==> src/rtl/hs_ram_arbiter.sv <==
// Arbitrates the single-port work RAM between the Z80 (default owner) and the hiscore engine.
// The hiscore side is granted only while the CPU is paused, with a guard gap on each handover.
module hs_ram_arbiter #(
    parameter int unsigned      HS_AW    = 16,
    parameter int unsigned      RAM_AW   = 11,
    parameter logic [HS_AW-1:0] RAM_BASE = 16'h6000,
    parameter int unsigned      RD_LAT   = 1,
    parameter int unsigned      GUARD    = 2
) (
    input  logic              clk_sys,
    input  logic              reset,
    input  logic              cpu_paused,
    input  logic              cpu_ram_cs,
    input  logic              cpu_we,
    input  logic [RAM_AW-1:0] cpu_addr,
    input  logic [7:0]        cpu_dout,
    input  logic              hs_access,
    input  logic              hs_write,
    input  logic [HS_AW-1:0]  hs_address,
    input  logic [7:0]        hs_data_in,
    output logic [7:0]        hs_data_out,
    output logic              hs_valid,
    output logic              hs_grant,
    output logic              hs_abort,
    output logic              hs_oob,
    output logic [RAM_AW-1:0] ram_addr,
    output logic [7:0]        ram_din,
    output logic              ram_we,
    input  logic [7:0]        ram_dout
);

    typedef enum logic [1:0] {StCpu, StToHs, StHs, StToCpu} state_e;

    // Window bounds carry one extra bit so the top of the window cannot wrap.
    localparam logic [HS_AW:0] WIN_LO     = {1'b0, RAM_BASE};
    localparam logic [HS_AW:0] WIN_HI     = WIN_LO + (HS_AW + 1)'(2 ** RAM_AW);
    localparam logic [2:0]     GUARD_LAST = 3'(GUARD - 1);

    state_e            state_q, state_d;
    logic [2:0]        guard_q, guard_d;
    logic [RD_LAT-1:0] pipe_v_q, pipe_v_d;
    logic [RD_LAT-1:0] pipe_w_q, pipe_w_d;
    logic [7:0]        data_q, data_d;
    logic              valid_q, valid_d;
    logic              abort_q, abort_d;
    logic              oob_q, oob_d;
    logic              in_window;
    logic              launch;

    assign in_window = ({1'b0, hs_address} >= WIN_LO) && ({1'b0, hs_address} < WIN_HI);

    always_comb begin
        state_d  = state_q;
        guard_d  = guard_q;
        ram_addr = cpu_addr;
        ram_din  = cpu_dout;
        ram_we   = 1'b0;
        hs_grant = 1'b0;
        launch   = 1'b0;
        abort_d  = 1'b0;
        oob_d    = oob_q;

        unique case (state_q)
            StCpu: begin
                ram_we  = cpu_ram_cs & cpu_we;
                guard_d = '0;
                if (hs_access && cpu_paused && !cpu_ram_cs) begin
                    state_d = StToHs;
                end
            end
            StToHs: begin
                if (!cpu_paused) begin
                    state_d = StCpu;
                    guard_d = '0;
                end else if (guard_q == GUARD_LAST) begin
                    state_d = StHs;
                    guard_d = '0;
                end else begin
                    guard_d = guard_q + 3'd1;
                end
            end
            StHs: begin
                hs_grant = 1'b1;
                ram_addr = hs_address[RAM_AW-1:0] - RAM_BASE[RAM_AW-1:0];
                ram_din  = hs_data_in;
                launch   = hs_access & ~hs_write;
                if (hs_access && !in_window) begin
                    oob_d = 1'b1;
                end
                // Losing the pause revokes the grant and kills any write this cycle.
                if (!cpu_paused) begin
                    state_d = StToCpu;
                    abort_d = 1'b1;
                end else begin
                    ram_we = hs_write & in_window;
                    if (!hs_access) begin
                        state_d = StToCpu;
                    end
                end
            end
            StToCpu: begin
                if (guard_q == GUARD_LAST) begin
                    state_d = StCpu;
                    guard_d = '0;
                end else begin
                    guard_d = guard_q + 3'd1;
                end
            end
            default: state_d = StCpu;
        endcase

        if (reset) begin
            ram_we = 1'b0;
        end
    end

    // Read pipeline: tracks launch and window-hit; flushed whenever the grant is not held.
    always_comb begin
        pipe_v_d    = '0;
        pipe_w_d    = '0;
        pipe_v_d[0] = launch;
        pipe_w_d[0] = in_window;
        for (int i = 1; i < RD_LAT; i++) begin
            pipe_v_d[i] = pipe_v_q[i-1];
            pipe_w_d[i] = pipe_w_q[i-1];
        end
        if (state_q != StHs) begin
            pipe_v_d = '0;
        end
        valid_d = (state_q == StHs) && pipe_v_q[RD_LAT-1];
        data_d  = data_q;
        if (valid_d) begin
            data_d = pipe_w_q[RD_LAT-1] ? ram_dout : 8'h00;
        end
    end

    always_ff @(posedge clk_sys) begin
        if (reset) begin
            state_q  <= StCpu;
            guard_q  <= '0;
            pipe_v_q <= '0;
            pipe_w_q <= '0;
            data_q   <= 8'h00;
            valid_q  <= 1'b0;
            abort_q  <= 1'b0;
            oob_q    <= 1'b0;
        end else begin
            state_q  <= state_d;
            guard_q  <= guard_d;
            pipe_v_q <= pipe_v_d;
            pipe_w_q <= pipe_w_d;
            data_q   <= data_d;
            valid_q  <= valid_d;
            abort_q  <= abort_d;
            oob_q    <= oob_d;
        end
    end

    assign hs_data_out = data_q;
    assign hs_valid    = valid_q;
    assign hs_abort    = abort_q;
    assign hs_oob      = oob_q;

endmodule

==> config.mk <==
export PLATFORM = sky130hd
export DESIGN_NAME = hs_ram_arbiter
export DESIGN_NICKNAME = d
export VERILOG_FILES = /design/src/rtl/hs_ram_arbiter.sv
export SDC_FILE = /design/constraint.sdc
export NUM_CORES = 1
export LEC_CHECK = 0
export BUFFER_PORTS_ARGS = -buffer_cell sky130_fd_sc_hd__buf_2
export CORE_MARGIN = 2
export CORE_UTILIZATION = 39
export CTS_BUF_LIST = sky130_fd_sc_hd__clkbuf_16
export CTS_CLUSTER_DIAMETER = 30
export DETAILED_ROUTE_END_ITERATION = 8
export HOLD_SLACK_MARGIN = 0.08
export PLACE_DENSITY = 0.84
export SYNTH_ARGS = -nofsm -noshare
export SYNTH_HDL_FRONTEND = slang
export SYNTH_SLANG_ARGS = --single-unit
==> constraint.sdc <==
create_clock -name clk_sys -period 2.46 [get_ports clk_sys]
set_input_delay 0.246 -clock clk_sys [delete_from_list [all_inputs] [get_ports clk_sys]]
set_output_delay 0.246 -clock clk_sys [all_outputs]
set_load 0.1 [all_outputs]
==> run_summary.xml, run 1 <==
<?xml version="1.0" encoding="UTF-8"?>
<metrics>
  <group name="floorplan">
    <metric name="floorplan.die_area" unit="mm²">0.00295</metric>
    <metric name="floorplan.die.height" unit="µm">54.3</metric>
    <metric name="row_count" unit="">18</metric>
    <metric name="floorplan.initialDensity" unit="">0.406</metric>
    <metric name="ios" unit="">90</metric>
    <metric name="dieWidth" unit="µm">54.3</metric>
    <metric name="coreArea" unit="mm²">0.00243</metric>
  </group>
  <group name="critical_path">
    <metric name="stages_on_worst_setup_path" unit="">5</metric>
    <metric name="worst-r2r-cell-count" unit="">4</metric>
    <metric name="cp_required" unit="ns">2.21</metric>
    <metric name="worstSetupPathType" unit="">flip-flop to output port</metric>
    <metric name="cp_slowest_stage_delay" unit="ns">0.47</metric>
    <metric name="timing.critical_path.cells" unit="">nand2b_1 &gt; inv_2 &gt; nand4_1 &gt; o22ai_1 &gt; buf_12</metric>
    <metric name="timing.critical_path.max_delay_family" unit="">buffers and inverters</metric>
    <metric name="critPathMaxFanout" unit="">26</metric>
    <metric name="endpoint_kind" unit="">output port</metric>
    <metric name="worstPathArrival" unit="ns">1.81</metric>
    <metric name="crit_path_start_kind" unit="">flip-flop</metric>
    <metric name="cp_num_buf_inv" unit="">2</metric>
    <metric name="crit_slowest_cell" unit="">dfxtp_1</metric>
  </group>
  <group name="power_and_ir_drop">
    <metric name="power.static_leakage" unit="nW">0.915</metric>
    <metric name="sw_frac_of_total" unit="">0.305</metric>
    <metric name="clkPwrFrac" unit="">0.348</metric>
    <metric name="p_seq_frac" unit="">0.334</metric>
    <metric name="net-switching-power" unit="mW">0.270</metric>
    <metric name="power.ir.vdd_worst" unit="V">0.000504</metric>
    <metric name="comb_power_share" unit="">0.318</metric>
    <metric name="internal_power" unit="mW">0.614</metric>
    <metric name="power.density_cell_area" unit="mW/mm²">485</metric>
    <metric name="power" unit="mW">0.884</metric>
  </group>
  <group name="detailed_routing">
    <metric name="detailedRoute.firstIterationViolations" unit="">13</metric>
    <metric name="drt-vias-per-instance" unit="">4.84</metric>
    <metric name="antenna_left" unit="">0</metric>
    <metric name="route.final.wire_length" unit="µm">2970</metric>
    <metric name="dr.pass1.iters" unit="">4</metric>
    <metric name="routed-via-count" unit="">1258</metric>
    <metric name="drc" unit="">0</metric>
    <metric name="wire_per_inst" unit="µm">11.4</metric>
  </group>
  <group name="global_route">
    <metric name="global_route.usage.total" unit="">0.195</metric>
    <metric name="first_global_vias" unit="">1042</metric>
    <metric name="grt-ovfl-total" unit="">0</metric>
    <metric name="antenna_found_initial" unit="">0</metric>
    <metric name="grt_start_max_net_pins" unit="">27</metric>
    <metric name="global_route_wire_length_before_repair" unit="µm">4240</metric>
  </group>
  <group name="timing">
    <metric name="tightestPinTransition" unit="ns">0.505</metric>
    <metric name="timing.final.crit_period" unit="ns">2.05</metric>
    <metric name="rsz0062_at_grt" unit="">no</metric>
    <metric name="final_min_period_over_clock_period" unit="">0.835</metric>
    <metric name="maximum_operating_frequency" unit="GHz">0.487</metric>
    <metric name="maxSlewHeadroom" unit="">0.666</metric>
    <metric name="setup_viol_count_final" unit="">0</metric>
    <metric name="fin_setup_tns" unit="ns">0</metric>
    <metric name="final-max-slew-violation-count" unit="">0</metric>
    <metric name="hold_viol_final" unit="">0</metric>
    <metric name="fin_skew" unit="ns">0.00139</metric>
  </group>
  <group name="clocking">
    <metric name="post_cts_buffers" unit="">0</metric>
    <metric name="clock_tree.buffer_depth" unit="">2</metric>
    <metric name="clk_transition_reported_paths" unit="ns">0.05</metric>
    <metric name="clock_tree_from_tritoncts" unit="">done</metric>
    <metric name="cts_hold_buffers" unit="">0</metric>
    <metric name="worstSkewPairLatency" unit="ns">0.24</metric>
    <metric name="clock-root-buffer" unit="">clkbuf_16</metric>
    <metric name="cts_inserted_buffers" unit="">3</metric>
    <metric name="cts_resized" unit="">0</metric>
    <metric name="cts_max_level" unit="">1</metric>
    <metric name="cts.sink_count" unit="">18</metric>
  </group>
  <group name="logic_synthesis">
    <metric name="post-synth-top-area-cell" unit="">dfxtp_1</metric>
    <metric name="synthesis.area_per_instance" unit="µm²">6.77</metric>
    <metric name="postSynthCellCount" unit="">146</metric>
    <metric name="synthesis.nets" unit="">204</metric>
    <metric name="yosysWarnings" unit="">0</metric>
    <metric name="post_synth_num_cell_types" unit="">28</metric>
    <metric name="synth.yosys.seq_area_share" unit="">0.365</metric>
    <metric name="synthArstFlopShare" unit="">0</metric>
    <metric name="netlist_top_cells_area" unit="">dfxtp_1, nand2_1, nand3_1</metric>
    <metric name="synth_enable_flop_cells" unit="">0</metric>
    <metric name="yosysTopAreaCellShare" unit="">0.365</metric>
    <metric name="syn_area" unit="µm²">988</metric>
    <metric name="ys_seq_elements" unit="">18</metric>
    <metric name="synth-main-ff-cell" unit="">dfxtp_1</metric>
  </group>
  <group name="worst_hold_path">
    <metric name="hold_depth" unit="">2</metric>
    <metric name="hold_path.class" unit="">input port to flip-flop</metric>
  </group>
  <group name="outcome">
    <metric name="outcome" unit="">complete, no violations</metric>
  </group>
  <group name="placement">
    <metric name="place_hpwl" unit="µm">2380</metric>
    <metric name="portBuffers" unit="">89</metric>
    <metric name="place_congestion" unit="">0.723</metric>
  </group>
  <group name="layout">
    <metric name="post_route_cells_drive_above_1_share" unit="">0.422</metric>
    <metric name="mostFrequentLayoutCells" unit="">nand2_1, buf_2, buf_12, dfxtp_1, nand3_1</metric>
    <metric name="num-nets-final" unit="">290</metric>
    <metric name="syn_to_final_growth" unit="%">84.3</metric>
    <metric name="diodes" unit="">0</metric>
    <metric name="fillerInstances" unit="">202</metric>
    <metric name="final_common_cell" unit="">nand2_1</metric>
  </group>
  <group name="run">
    <metric name="maxCapViolCount" unit="">0</metric>
  </group>
</metrics>
-- area by class of cell --
cell class | instances | area [µm²] | share of cell area
clock buffer | 3 | 75.1 | 0.0412
inverter | 2 | 7.51 | 0.00412
multi-input combinational | 117 | 573 | 0.315
sequential | 18 | 360 | 0.198
tap | 30 | 37.5 | 0.0206
timing repair buffer | 90 | 768 | 0.422
-- power by group through the flow --
stage / Sequential [mW] / Combinational (mW) / Clock (mW)
3_3_place_gp: 0.300 / 0.278 / 0
4_1_cts: 0.295 / 0.282 / 0.310
5_1_grt: 0.295 / 0.292 / 0.325
3_5_place_dp: 0.301 / 0.281 / 0
6_report: 0.295 / 0.281 / 0.308
2_1_floorplan: 0.300 / 0.153 / 0
-- cells by family after synthesis --
logic type,Yosys count,share of synthesized area
flops,18,0.365
compound gates,14,0.0949
mux,3,0.0316
buf+inv,11,0.0557
simple gates,100,0.453
-- cells in the mapped netlist (all sizes together) (2+ instances only) --
master  count
buf         7
nand3b      2
dfxtp      18
clkbuf      2
nand2      70
nor2        5
a21oi       8
inv         2
nor2b       2
a31oi       2
nand3      10
mux2i       2
a32o        2
nor4b       2
or3b        2
-- registers in the layout (all words and copies together) (netlist names), named ones only --
signal	count
state_q	1
hs_data_out	8
hs_abort	1
hs_valid	1
pipe_v_q	1
pipe_w_q	1
guard_q	3
hs_oob	1
-- final timing paths --
path                                                  start                          end  slack (ns)
worst max-delay path                              flip-flop                       ram_we        0.41
worst max register to register                    flip-flop      guard_q[1]$_SDFFE_PP0P_        1.12
worst min-delay path                               hs_write          pipe_v_q$_SDFF_PP0_        0.19
worst min register to register  hs_data_out[1]$_SDFFE_PP0P_  hs_data_out[1]$_SDFFE_PP0P_        0.45
-- per-layer routing --
| metal | vias up | share of wire | GRT usage |
|---|---|---|---|
| met1 | 554 | 0.38 | 0.215 |
| met3 | 2 | 0.072 | 0.0464 |
| met2 | 51 | 0.54 | 0.363 |
| met4 | 0 | 0.0054 | 0.0625 |
| met5 | - | 0 | 0 |
| li1 | 651 | - | - |
-- per-stage QoR --
stage	utilization	instances	area (µm²)	hold slack [ns]	setup slack, ns
floorplan	-	146	988	0.323	0.0195
global placement	0.718	257	1750	0.436	0.726
detailed placement	0.718	257	1750	0.442	0.684
CTS	0.749	260	1820	0.185	0.421
global route	0.749	260	1820	0.204	0.309
finish	0.749	260	1820	0.193	0.407
(Power assumes the default switching activity.)
==> run 2: changes to the inputs <==
- CORE_UTILIZATION: 39 -> 37
- PLACE_DENSITY: 0.84 -> 0.8
- clock period: 2.46 -> 2.1 ns (I/O delays scaled with it)
==> run 2 against run 1 <==
  * Via count down 0.24%
  * Utilization down 1.3 points
  * Non-clock buffer count up 1
  * Cell count up 0.77%
  * Combinational power up 17%
  * Clock power up 21%
  * Critical path type unchanged
  * Register-to-register slack worse by 0.35 ns
  * First-iteration DRC count rose to 3.0 times the previous value
  * Global-route usage up 1.6 points
  * Clock-buffer cell count unchanged
  * Sequential power up 17%
==> run_summary.xml, run 2 (synthesis gave the netlist of run 1 again) <==
<?xml version="1.0" encoding="UTF-8"?>
<metrics>
  <group name="detailed_routing">
    <metric name="antenna_left" unit="">0</metric>
    <metric name="dr.pass1.iters" unit="">4</metric>
    <metric name="wire_per_inst" unit="µm">12.5</metric>
    <metric name="routed-via-count" unit="">1255</metric>
    <metric name="drt-vias-per-instance" unit="">4.79</metric>
    <metric name="drc" unit="">0</metric>
    <metric name="detailedRoute.firstIterationViolations" unit="">39</metric>
    <metric name="route.final.wire_length" unit="µm">3270</metric>
  </group>
  <group name="global_route">
    <metric name="first_global_vias" unit="">1195</metric>
    <metric name="antenna_found_initial" unit="">0</metric>
    <metric name="grt_start_max_net_pins" unit="">22</metric>
    <metric name="global_route.usage.total" unit="">0.211</metric>
    <metric name="global_route_wire_length_before_repair" unit="µm">5290</metric>
    <metric name="grt-ovfl-total" unit="">0</metric>
  </group>
  <group name="floorplan">
    <metric name="floorplan.initialDensity" unit="">0.395</metric>
    <metric name="floorplan.die_area" unit="mm²">0.00310</metric>
    <metric name="row_count" unit="">18</metric>
    <metric name="dieWidth" unit="µm">55.7</metric>
    <metric name="floorplan.die.height" unit="µm">55.7</metric>
    <metric name="coreArea" unit="mm²">0.00250</metric>
    <metric name="ios" unit="">90</metric>
  </group>
  <group name="timing">
    <metric name="fin_skew" unit="ns">0.00240</metric>
    <metric name="fin_hold_ws" unit="ns">0.160</metric>
    <metric name="maxSlewHeadroom" unit="">0.673</metric>
    <metric name="final_min_period_over_clock_period" unit="">0.923</metric>
    <metric name="hold_viol_final" unit="">0</metric>
    <metric name="maximum_operating_frequency" unit="GHz">0.516</metric>
    <metric name="tightestPinTransition" unit="ns">0.493</metric>
    <metric name="final_critical_path_setup_slack" unit="ns">0.161</metric>
    <metric name="rsz0062_at_grt" unit="">no</metric>
    <metric name="setup_viol_count_final" unit="">0</metric>
    <metric name="final-max-slew-violation-count" unit="">0</metric>
    <metric name="timing.final.crit_period" unit="ns">1.94</metric>
  </group>
  <group name="outcome">
    <metric name="outcome" unit="">complete, no violations</metric>
  </group>
  <group name="power_and_ir_drop">
    <metric name="power.ir.vdd_worst" unit="V">0.000699</metric>
    <metric name="power.static_leakage" unit="nW">0.924</metric>
    <metric name="power.density_cell_area" unit="mW/mm²">570</metric>
  </group>
  <group name="critical_path">
    <metric name="crit_path_start_kind" unit="">flip-flop</metric>
    <metric name="cp_required" unit="ns">1.89</metric>
    <metric name="worst-r2r-cell-count" unit="">3</metric>
    <metric name="path_common_cell" unit="">nand2_1</metric>
    <metric name="critPathMaxFanout" unit="">21</metric>
    <metric name="cp-endpoint" unit="">ram_addr[3]</metric>
    <metric name="r2r-end" unit="">hs_data_out[0]$_SDFFE_PP0P_</metric>
    <metric name="timing.critical_path.cells" unit="">nand2b_1 &gt; inv_2 &gt; buf_4 &gt; nand2_1 &gt; nand2_1 &gt; buf_12</metric>
    <metric name="worstSetupPathType" unit="">flip-flop to output port</metric>
    <metric name="regToRegSetupSlack" unit="ns">0.77</metric>
    <metric name="crit_slowest_cell" unit="">dfxtp_1</metric>
    <metric name="endpoint_kind" unit="">output port</metric>
    <metric name="cp_slowest_stage_delay" unit="ns">0.49</metric>
    <metric name="worstPathArrival" unit="ns">1.73</metric>
  </group>
  <group name="layout">
    <metric name="syn_to_final_growth" unit="%">86.1</metric>
    <metric name="diodes" unit="">0</metric>
    <metric name="post_route_cells_drive_above_1_share" unit="">0.427</metric>
    <metric name="final_common_cell" unit="">nand2_1</metric>
    <metric name="largest_reg_flops" unit="">8</metric>
    <metric name="mostFrequentLayoutCells" unit="">nand2_1, buf_2, buf_12, dfxtp_1, nand3_1</metric>
    <metric name="finalInstanceArea" unit="mm²">0.00184</metric>
    <metric name="num-nets-final" unit="">291</metric>
  </group>
  <group name="clocking">
    <metric name="cts_inserted_buffers" unit="">3</metric>
    <metric name="clock_tree_from_tritoncts" unit="">done</metric>
    <metric name="cts.sink_count" unit="">18</metric>
    <metric name="cts_max_level" unit="">1</metric>
    <metric name="cts_hold_buffers" unit="">0</metric>
    <metric name="post_cts_buffers" unit="">0</metric>
    <metric name="clk_transition_reported_paths" unit="ns">0.05</metric>
    <metric name="worstSkewPairLatency" unit="ns">0.25</metric>
    <metric name="clock_tree.buffer_depth" unit="">2</metric>
    <metric name="clock-root-buffer" unit="">clkbuf_16</metric>
    <metric name="cts_resized" unit="">0</metric>
  </group>
  <group name="placement">
    <metric name="place_area" unit="mm²">0.00176</metric>
    <metric name="portBuffers" unit="">89</metric>
    <metric name="dpl_worst_slack" unit="ns">0.448</metric>
    <metric name="place_congestion" unit="">0.883</metric>
    <metric name="place_hpwl" unit="µm">2470</metric>
  </group>
  <group name="worst_hold_path">
    <metric name="hold_path.class" unit="">input port to flip-flop</metric>
  </group>
  <group name="run">
    <metric name="maxCapViolCount" unit="">0</metric>
  </group>
</metrics>
==> run 2: cell types whose count changed in the layout (fill, tap and decap cells not counted), sizes merged <==
cell    delta
buf        +1
clkinv     +1
==> run 2: worst min-delay path by stage <==
| stage | start | endpoint | cells after the start |
|---|---|---|---|
| 6_report | hs_write | pipe_v_q$_SDFF_PP0_ | 2 |
| 5_1_grt | hs_write | pipe_v_q$_SDFF_PP0_ | 2 |
| 4_1_cts | hs_write | pipe_v_q$_SDFF_PP0_ | 2 |
| 3_5_place_dp | hs_write | pipe_v_q$_SDFF_PP0_ | 2 |
| 3_3_place_gp | hs_write | pipe_v_q$_SDFF_PP0_ | 2 |
| 2_1_floorplan | cpu_paused | hs_abort$_SDFF_PP0_ | 1 |
==> run 2: routing by layer <==
metal,part of all wire,vias to the layer above,wire [µm],global-route usage
met3,0.055,11,180,0.0535
met4,0.027,0,87,0.0906
met2,0.53,42,1750,0.386
met5,0,-,0,0
met1,0.38,549,1260,0.228
li1,-,653,-,-
==> run 2: final cells by class <==
type / count / area, µm²
Clock inverter: 1 / 3.75
Timing Repair Buffer: 91 / 776
Tap cell: 30 / 37.5
Fill cell: 193 / 661
Sequential cell: 18 / 360
Multi-Input combinational cell: 117 / 579
Clock buffer: 3 / 75.1
Inverter: 2 / 7.51
==> run 2: worst max-delay path, delay by kind of cell (launching register included) <==
| kind | cells | cell delay [ns] |
|---|---|---|
| buffers and inverters | 3 | 0.68 |
| DFF | 1 | 0.49 |
| and+or+nand+nor | 3 | 0.30 |
==> run 2: per-stage QoR <==
| step | std cells | power [mW] | util | setup TNS, ns |
|---|---|---|---|---|
| finish | 262 | 1.05 | 0.736 | 0 |
| global route | 262 | 1.08 | 0.736 | 0 |
| CTS | 262 | 1.06 | 0.736 | 0 |
| detailed placement | 258 | 0.681 | 0.704 | 0 |
| global placement | 258 | 0.679 | 0.704 | 0 |
| floorplan | 146 | 0.532 | - | -0.00289 |
==> run 2: where the power goes <==
part | switching, mW | internal (mW) | leakage [nW]
registers | 0.00202 | 0.343 | 0.145
logic | 0.203 | 0.126 | 0.741
clock network | 0.121 | 0.253 | 0.0385
==> run 3: changes to the inputs <==
- CORE_UTILIZATION: 37 -> 38
- CTS_BUF_LIST: sky130_fd_sc_hd__clkbuf_16 -> sky130_fd_sc_hd__clkbuf_8
- PLACE_DENSITY: 0.8 -> 0.82
==> run 3 against run 2 <==
  * Die area fell by 2.4%
  * Global-route usage shrank 1.5 points
  * Clock power is 25% lower
  * Cell count unchanged
  * Clock-buffer cell count grew 1
  * Utilization fell by 0.29 points
  * Clock skew shrank 0.00066 ns
==> run_summary.xml, run 3 (synthesis gave the netlist of run 1 again) <==
<?xml version="1.0" encoding="UTF-8"?>
<metrics>
  <group name="power_and_ir_drop">
    <metric name="power" unit="mW">0.952</metric>
    <metric name="power.density_cell_area" unit="mW/mm²">525</metric>
    <metric name="power.static_leakage" unit="nW">0.915</metric>
    <metric name="power.ir.vdd_worst" unit="V">0.000558</metric>
  </group>
  <group name="layout">
    <metric name="largest_reg_flops" unit="">8</metric>
    <metric name="num-nets-final" unit="">291</metric>
    <metric name="syn_to_final_growth" unit="%">83.7</metric>
    <metric name="post_route_cells_drive_above_1_share" unit="">0.431</metric>
    <metric name="seqCellArea" unit="µm²">360</metric>
    <metric name="mostFrequentLayoutCells" unit="">nand2_1, buf_2, buf_12, dfxtp_1, nand3_1</metric>
    <metric name="diodes" unit="">0</metric>
    <metric name="final_common_cell" unit="">nand2_1</metric>
    <metric name="fillerInstances" unit="">192</metric>
    <metric name="multiInputGateArea" unit="µm²">579</metric>
  </group>
  <group name="critical_path">
    <metric name="crit_path_start_kind" unit="">flip-flop</metric>
    <metric name="worstPathArrival" unit="ns">1.73</metric>
    <metric name="r2r-end" unit="">guard_q[2]$_SDFFE_PP0P_</metric>
    <metric name="critPathMaxFanout" unit="">18</metric>
    <metric name="regToRegSetupSlack" unit="ns">0.87</metric>
    <metric name="endpoint_kind" unit="">output port</metric>
    <metric name="cp_required" unit="ns">1.89</metric>
    <metric name="worst-r2r-cell-count" unit="">3</metric>
    <metric name="worstSetupPathType" unit="">flip-flop to output port</metric>
  </group>
  <group name="timing">
    <metric name="setup_viol_count_final" unit="">0</metric>
    <metric name="hold_viol_final" unit="">0</metric>
    <metric name="maximum_operating_frequency" unit="GHz">0.516</metric>
    <metric name="final-max-slew-violation-count" unit="">0</metric>
    <metric name="fin_setup_tns" unit="ns">0</metric>
    <metric name="rsz0062_at_grt" unit="">no</metric>
    <metric name="fin_skew" unit="ns">0.00174</metric>
    <metric name="timing.final.crit_period" unit="ns">1.94</metric>
    <metric name="tightestPinTransition" unit="ns">0.493</metric>
    <metric name="maxSlewHeadroom" unit="">0.673</metric>
    <metric name="final_min_period_over_clock_period" unit="">0.923</metric>
    <metric name="fin_hold_ws" unit="ns">0.138</metric>
  </group>
  <group name="global_route">
    <metric name="grt-ovfl-total" unit="">0</metric>
    <metric name="antenna_found_initial" unit="">0</metric>
    <metric name="grt_start_max_net_pins" unit="">22</metric>
    <metric name="global_route.usage.total" unit="">0.196</metric>
    <metric name="first_global_vias" unit="">1073</metric>
    <metric name="global_route_wire_length_before_repair" unit="µm">4360</metric>
  </group>
  <group name="clocking">
    <metric name="cts_resized" unit="">0</metric>
    <metric name="post_cts_buffers" unit="">0</metric>
    <metric name="cts_max_level" unit="">1</metric>
    <metric name="clock_tree_from_tritoncts" unit="">done</metric>
    <metric name="cts_inserted_buffers" unit="">3</metric>
    <metric name="cts_hold_buffers" unit="">0</metric>
    <metric name="clock_tree.buffer_depth" unit="">2</metric>
    <metric name="clk_transition_reported_paths" unit="ns">0.07</metric>
    <metric name="cts.sink_count" unit="">18</metric>
    <metric name="clock-root-buffer" unit="">clkbuf_8</metric>
    <metric name="worstSkewPairLatency" unit="ns">0.25</metric>
  </group>
  <group name="floorplan">
    <metric name="dieWidth" unit="µm">55</metric>
    <metric name="coreArea" unit="mm²">0.00248</metric>
    <metric name="floorplan.die.height" unit="µm">55</metric>
    <metric name="floorplan.die_area" unit="mm²">0.00303</metric>
    <metric name="row_count" unit="">18</metric>
    <metric name="floorplan.initialDensity" unit="">0.399</metric>
    <metric name="ios" unit="">90</metric>
  </group>
  <group name="detailed_routing">
    <metric name="detailedRoute.firstIterationViolations" unit="">28</metric>
    <metric name="route.final.wire_length" unit="µm">2940</metric>
    <metric name="wire_per_inst" unit="µm">11.2</metric>
    <metric name="drt-vias-per-instance" unit="">4.73</metric>
    <metric name="routed-via-count" unit="">1238</metric>
    <metric name="drc" unit="">0</metric>
    <metric name="antenna_left" unit="">0</metric>
    <metric name="dr.pass1.iters" unit="">4</metric>
  </group>
  <group name="worst_hold_path">
    <metric name="worstHoldStart" unit="">hs_write</metric>
    <metric name="hold_depth" unit="">2</metric>
    <metric name="holdPathEnd" unit="">pipe_v_q$_SDFF_PP0_</metric>
    <metric name="hold_path.class" unit="">input port to flip-flop</metric>
  </group>
  <group name="placement">
    <metric name="portBuffers" unit="">89</metric>
    <metric name="place_congestion" unit="">0.827</metric>
    <metric name="place_hpwl" unit="µm">2360</metric>
  </group>
  <group name="run">
    <metric name="maxCapViolCount" unit="">0</metric>
  </group>
  <group name="outcome">
    <metric name="outcome" unit="">complete, no violations</metric>
  </group>
</metrics>
[run 3: worst max-delay path, stage by stage (launching register included)]
cell	delay, ns
dfxtp_1	0.49
nand2b_1	0.14
inv_2	0.25
buf_4	0.23
nand2_1	0.07
nand2_1	0.10
buf_12	0.18
[run 3: final cells by class]
type                            instances  area share
Timing Repair Buffer                   91       0.427
Clock buffer                            4      0.0303
Inverter                                2     0.00414
Tap cell                               30      0.0207
Multi-Input combinational cell        117       0.319
Sequential cell                        18       0.198
[run 3: metal layers]
metal / global-route usage / share of wire / up-vias
li1: - / - / 650
met1: 0.217 / 0.40 / 543
met2: 0.377 / 0.52 / 45
met3: 0.0565 / 0.074 / 0
met4: 0.0244 / 0 / 0
met5: 0 / 0 / -
[run 3: how the worst max path moves through the flow]
| stage | startpoint | end | slack [ns] |
|---|---|---|---|
| 2_1_floorplan | flip-flop | ram_addr[1] | -0.0003 |
| 3_3_place_gp | flip-flop | ram_addr[6] | 0.50 |
| 3_5_place_dp | flip-flop | ram_addr[4] | 0.44 |
| 4_1_cts | flip-flop | ram_addr[4] | 0.16 |
| 5_1_grt | flip-flop | ram_addr[9] | 0.006 |
| 6_report | flip-flop | ram_addr[4] | 0.16 |
[run 3: where the power goes]
group          leakage [nW]  internal, mW  switching, mW
sequential            0.145         0.343        0.00198
combinational         0.741         0.126          0.201
clock                0.0288         0.166          0.114
[run 3: stage by stage]
| step | worst slack (ns) | cell area, µm² | cells | util |
|---|---|---|---|---|
| 3_3_place_gp | 0.502 | 1760 | 258 | 0.711 |
| 5_1_grt | 0.00617 | 1820 | 262 | 0.733 |
| 6_report | 0.161 | 1820 | 262 | 0.733 |
| 4_1_cts | 0.157 | 1820 | 262 | 0.733 |
| 3_5_place_dp | 0.442 | 1760 | 258 | 0.711 |
| 2_1_floorplan | -0.000321 | 995 | 146 | - |
